$ cat src/rtl/display_scan_controller.sv
// rtl/display_scan_controller.sv - 4-digit multiplexed seven-segment scan with frame-synchronous shadow commit
// Optional feature: define LEADING_ZERO_BLANK_EN to darken leading zero digits.
module display_scan_controller #(
    parameter int CLK_DIV     = 12500,
    parameter int DEAD_CYCLES = 16
) (
    input  logic       clk,
    input  logic       reset,
    input  logic       load_valid,
    input  logic [7:0] load_data,
    input  logic       load_sel,
    output logic       load_ready,
    output logic [1:0] digit_sel,
    output logic [3:0] digit_en_n,
    output logic [3:0] nibble,
    output logic       blank
);

    localparam int CNT_MAX = (CLK_DIV > DEAD_CYCLES) ? CLK_DIV : DEAD_CYCLES;
    localparam int CW      = $clog2(CNT_MAX);
    localparam logic [CW-1:0] SHOW_LAST = CW'(CLK_DIV - 1);
    localparam logic [CW-1:0] DEAD_LAST = CW'((DEAD_CYCLES == 0) ? 0 : DEAD_CYCLES - 1);

    typedef enum logic {SHOW, DEAD} state_t;

    state_t        state_q, state_d;
    logic [CW-1:0] cnt_q, cnt_d;
    logic          live_q, live_d;
    logic [1:0]    digit_sel_q, digit_sel_d;
    logic [15:0]   display_q, display_d;
    logic [15:0]   shadow_q, shadow_d;
    logic          pending_q, pending_d;
    logic          load_ready_q, load_ready_d;
    logic [3:0]    digit_en_n_q, digit_en_n_d;
    logic [3:0]    nibble_q, nibble_d;
    logic          blank_q, blank_d;
    logic          advance;
    logic          suppress;
    logic          lit;

    always_comb begin
        state_d      = state_q;
        cnt_d        = cnt_q;
        live_d       = 1'b1;
        digit_sel_d  = digit_sel_q;
        display_d    = display_q;
        shadow_d     = shadow_q;
        pending_d    = pending_q;
        advance      = 1'b0;

        // live_q is low only in the cycle held by reset; the next edge starts digit 0's SHOW
        if (!live_q) begin
            state_d     = SHOW;
            cnt_d       = '0;
            digit_sel_d = 2'd0;
        end else if (state_q == SHOW) begin
            if (cnt_q == SHOW_LAST) begin
                cnt_d       = '0;
                digit_sel_d = digit_sel_q + 2'd1;
                advance     = 1'b1;
                state_d     = (DEAD_CYCLES == 0) ? SHOW : DEAD;
            end else begin
                cnt_d = cnt_q + 1'b1;
            end
        end else begin
            if (cnt_q == DEAD_LAST) begin
                cnt_d   = '0;
                state_d = SHOW;
            end else begin
                cnt_d = cnt_q + 1'b1;
            end
        end

        // Commit only where digit_sel wraps 3->0 so a frame never mixes old and new digits
        if (advance && (digit_sel_q == 2'd3) && pending_q) begin
            display_d = shadow_q;
            pending_d = 1'b0;
        end else if (load_valid && load_ready_q) begin
            if (load_sel) begin
                shadow_d[15:8] = load_data;
            end else begin
                shadow_d[7:0] = load_data;
            end
            pending_d = 1'b1;
        end

`ifdef LEADING_ZERO_BLANK_EN
        case (digit_sel_d)
            2'd3:    suppress = (display_d[15:12] == 4'h0);
            2'd2:    suppress = (display_d[15:8] == 8'h00);
            2'd1:    suppress = (display_d[15:4] == 12'h000);
            default: suppress = 1'b0;
        endcase
`else
        suppress = 1'b0;
`endif

        lit          = (state_d == SHOW) && !suppress;
        digit_en_n_d = lit ? ~(4'b0001 << digit_sel_d) : 4'b1111;
        blank_d      = !lit;
        nibble_d     = display_d[{digit_sel_d, 2'b00} +: 4];
        load_ready_d = !pending_d;
    end

    always_ff @(posedge clk or posedge reset) begin
        if (reset) begin
            state_q      <= SHOW;
            cnt_q        <= '0;
            live_q       <= 1'b0;
            digit_sel_q  <= 2'd0;
            display_q    <= 16'h0000;
            shadow_q     <= 16'h0000;
            pending_q    <= 1'b0;
            load_ready_q <= 1'b1;
            digit_en_n_q <= 4'b1111;
            nibble_q     <= 4'h0;
            blank_q      <= 1'b1;
        end else begin
            state_q      <= state_d;
            cnt_q        <= cnt_d;
            live_q       <= live_d;
            digit_sel_q  <= digit_sel_d;
            display_q    <= display_d;
            shadow_q     <= shadow_d;
            pending_q    <= pending_d;
            load_ready_q <= load_ready_d;
            digit_en_n_q <= digit_en_n_d;
            nibble_q     <= nibble_d;
            blank_q      <= blank_d;
        end
    end

    assign load_ready = load_ready_q;
    assign digit_sel  = digit_sel_q;
    assign digit_en_n = digit_en_n_q;
    assign nibble     = nibble_q;
    assign blank      = blank_q;

endmodule
$ cat config.mk
export PLATFORM = sky130hd
export DESIGN_NAME = display_scan_controller
export DESIGN_NICKNAME = d
export VERILOG_FILES = /design/src/rtl/display_scan_controller.sv
export SDC_FILE = /design/constraint.sdc
export NUM_CORES = 1
export LEC_CHECK = 0
export BUFFER_PORTS_ARGS = -buffer_cell sky130_fd_sc_hd__buf_2
export CAP_MARGIN = 15
export CELL_PAD_IN_SITES_DETAIL_PLACEMENT = 0
export CELL_PAD_IN_SITES_GLOBAL_PLACEMENT = 1
export CORE_ASPECT_RATIO = 1.1
export CORE_MARGIN = 4
export CORE_UTILIZATION = 43
export CTS_CLUSTER_SIZE = 40
export DETAILED_ROUTE_END_ITERATION = 10
export PLACE_DENSITY_LB_ADDON = 0.1
export SYNTH_ARGS = -nofsm -noshare
export SYNTH_HDL_FRONTEND = slang
export SYNTH_SLANG_ARGS = --single-unit
$ cat constraint.sdc
create_clock -name clk -period 2.3 [get_ports clk]
set_clock_uncertainty 0.2 [all_clocks]
set_input_delay 0.46 -clock clk [delete_from_list [all_inputs] [get_ports clk]]
set_output_delay 0.46 -clock clk [all_outputs]
set_load 0.01 [all_outputs]
==> impl_metrics.toml <==
[worst_hold_path]
min-delay-start = "load_data[3]"
hold_path_class = "in2reg"
hold_path_depth = 2
whs_endpoint = "shadow_q[11]"

[final_layout]
multi_input_area_sq_um = 1119
seq_area_sq_um = 1534
fillCellCount = 486
diodes = 0
syn_to_final_growth_pct = 32.66
final_area_sq_um = 3426
utilization_pct = 59.01
drive_above_1_share_pct = 50.00
nNetsFinal = 271

[drt]
wire_per_inst_microns = 15.22
ant_nets = 0
vias = 1638
drtPass1Iterations = 4
routed_via_density = 4.832
post-route-drc-count = 0
drt_iter0_markers = 73
wirelength_microns = 5160

[placement]
hpwl_microns = 3556
placed_cell_area_sq_um = 2997
place_congestion = 0.8194
io_buffer_count = 23

[die]
die_area_sq_um = 7311
core-area_sq_um = 5806
io_pins = 24
die_h_microns = 89.28
start_util_pct = 44.48
rows = 29
die_x_microns = 81.89

[timing]
clock.fmax_ghz = 0.4150
hold_viol = 0
hold_slack_ns = 0.1647
fin_ws_ns = -0.1095
min_period_ns = 2.410
rsz0062_at_grt = "true"
maxSlewViolCount = 0
setup_violations = 12
period_share_pct = 104.8

[clock_tree]
tritoncts = "built"
htreeDepth = 3
cts_inserted_buffers = 9
cts_root_buf = "clkbuf_8"
clk_transition_reported_paths_ns = 0.07
clk_latency_ns = 0.34
clockBufferDepth = 2
clock-sinks = 61

[global_route]
use_met2_pct = 25.72
grt_pass1_wl_microns = 8190
first_global_vias = 1766
antenna_found_initial = 0
grt_max_degree = 35
grt_overflow_total = 0
grt_usage_pct = 15.51
grt.met1_usage_pct = 18.02
grt_busiest_layer = "met2"
grt_use_met3_pct = 3.831

[yosys]
syn_avg_cell_area_sq_um = 13.52
syn_inst = 191
yosysWarnings = 0
synth_seq_cells = 61
synthesis.nets = 205
netlist_area_sq_um = 2582
ys_seq_area_share_pct = 59.40
synth.distinct_cells = 36

[setup_path]
crit_type = "reg2reg"
worst_setup_path_end_kind = "register"
crit_required_ns = 2.33
cp_max_fo = 5
r2r-start = "cnt_q[0]"
cp.arrival_ns = 2.44
start_kind = "register"
r2r-end = "nibble[0]"
r2r_cells = 7
rrSetupSlack_ns = -0.11

[run_status]
violations = "negative setup slack"
outcome = "finished, violations left"

[pwr]
ir_drop_uv = 516.3
p_leak_nw = 1.619
p_total_mw = 2.417
power.density_nw_per_um2 = 705.4

[job]
drv_cap = 0
[cells by family (layout without fill, tap and decap cells)]
| logic type | after synthesis | in the layout | share of synthesized area (%) |
|---|---|---|---|
| buf+inv | 8 | 78 | 1.937 |
| mux | 44 | 44 | 19.04 |
| flops | 61 | 61 | 59.40 |
| xor+xnor | 13 | 13 | 4.409 |
| compound gates | 4 | 4 | 0.9204 |
| simple gates | 58 | 59 | 13.18 |
| fa+ha+maj | 2 | 2 | 0.9688 |
| other cells | 1 | 1 | 0.1452 |
[power breakdown]
part           internal [mW]  switching (mW)  leakage [nW]
logic                  0.132          0.0761         0.733
registers               1.17          0.0603         0.790
clock network          0.536           0.439        0.0955
[state kept, by name, summed over array words and instances (netlist names)]
name	count
blank	1
cnt_q	14
digit_en_n	4
digit_sel	2
display_q	16
live_q	1
load_ready	1
nibble	4
pending_q	1
shadow_q	16
state_q	1
[repair_timing]
item	in CTS	in global routing
cloned	1	1
buffers inserted	0	5
hold buffers	1	0
pin swaps	1	5
setup endpoints to repair	12	22
endpoints found under the hold margin	6	0
resized for setup	1	30
[worst max-delay path by stage]
stage | from | to | slack [ns] | depth (start not counted)
floorplan | cnt_q[0] | nibble[0] | -0.15 | 7
global placement | cnt_q[1] | nibble[0] | -0.07 | 7
detailed placement | cnt_q[0] | nibble[0] | -0.12 | 7
CTS | cnt_q[0] | nibble[3] | -0.12 | 7
global route | cnt_q[0] | nibble[0] | -0.24 | 7
finish | cnt_q[0] | nibble[0] | -0.11 | 7
[worst max-delay path, cell delays in order, from the launching register on]
cell,delay [ns]
dfrtp_1,0.35
ha_2,0.18
nor4b_4,0.26
nand4_4,0.19
nor2_4,0.25
mux2_4,0.34
mux2_2,0.26
mux2_2,0.26
[synth_stat cells (all sizes together)]
cell type,instances,area [sq um]
nand2b,2,12.51
ha,2,25.02
nand4,3,33.78
nand2,10,45.04
buf,3,31.27
and2,1,6.260
nor4b,1,23.77
and4bb,1,12.51
and3,4,25.02
or2,1,6.260
a21oi,2,10.01
or4,1,7.510
nor3,2,15.01
xnor2,5,43.79
clkbuf,1,3.750
inv,4,15.01
nand3,8,40.04
nor2,20,82.58
xor2,8,70.07
and4b,1,10.01
dfrtp,55,1376
nor3b,1,7.510
mux2i,6,60.06
conb,1,3.750
mux2,38,431.7
o21ai,2,13.76
nor2b,2,12.51
dfstp,6,157.7
[per-stage QoR]
| stage | cells | worst slack, ns | setup TNS, ns |
|---|---|---|---|
| 5_1_grt | 339 | -0.2444 | -2.556 |
| 3_3_place_gp | 315 | -0.06804 | -0.3518 |
| 2_1_floorplan | 191 | -0.1523 | -0.2963 |
| 6_report | 339 | -0.1095 | -0.4324 |
| 4_1_cts | 333 | -0.1184 | -1.117 |
| 3_5_place_dp | 315 | -0.1238 | -0.9697 |
[layout by cell type (no fill, tap or decap), drive strengths merged, types with 2 or more instances in the layout]
master	instances
nor2b	2
xor2	8
nand2b	2
nand4	3
mux2i	6
and3	4
nor2	21
o21ai	2
nor3	2
xnor2	5
ha	2
clkbuf	11
clkinvlp	3
inv	6
mux2	38
nand3	8
nand2	10
dfrtp	55
buf	56
dfstp	6
a21oi	2
[metal layers]
| layer | up-vias | share of wire, % |
|---|---|---|
| li1 | 789 | - |
| met1 | 811 | 41 |
| met2 | 27 | 53 |
| met3 | 11 | 2.9 |
| met4 | 0 | 2.9 |
| met5 | - | 0 |
[cell type report]
class / count / area share (%)
clock inverter: 6 / 2.045
clock buffer: 10 / 4.018
inverter: 4 / 0.4383
multi-input combinational: 123 / 32.65
timing repair buffer: 58 / 13.26
sequential: 61 / 44.78
tap: 77 / 2.812
Note: power is estimated with default switching activity, not from simulation.
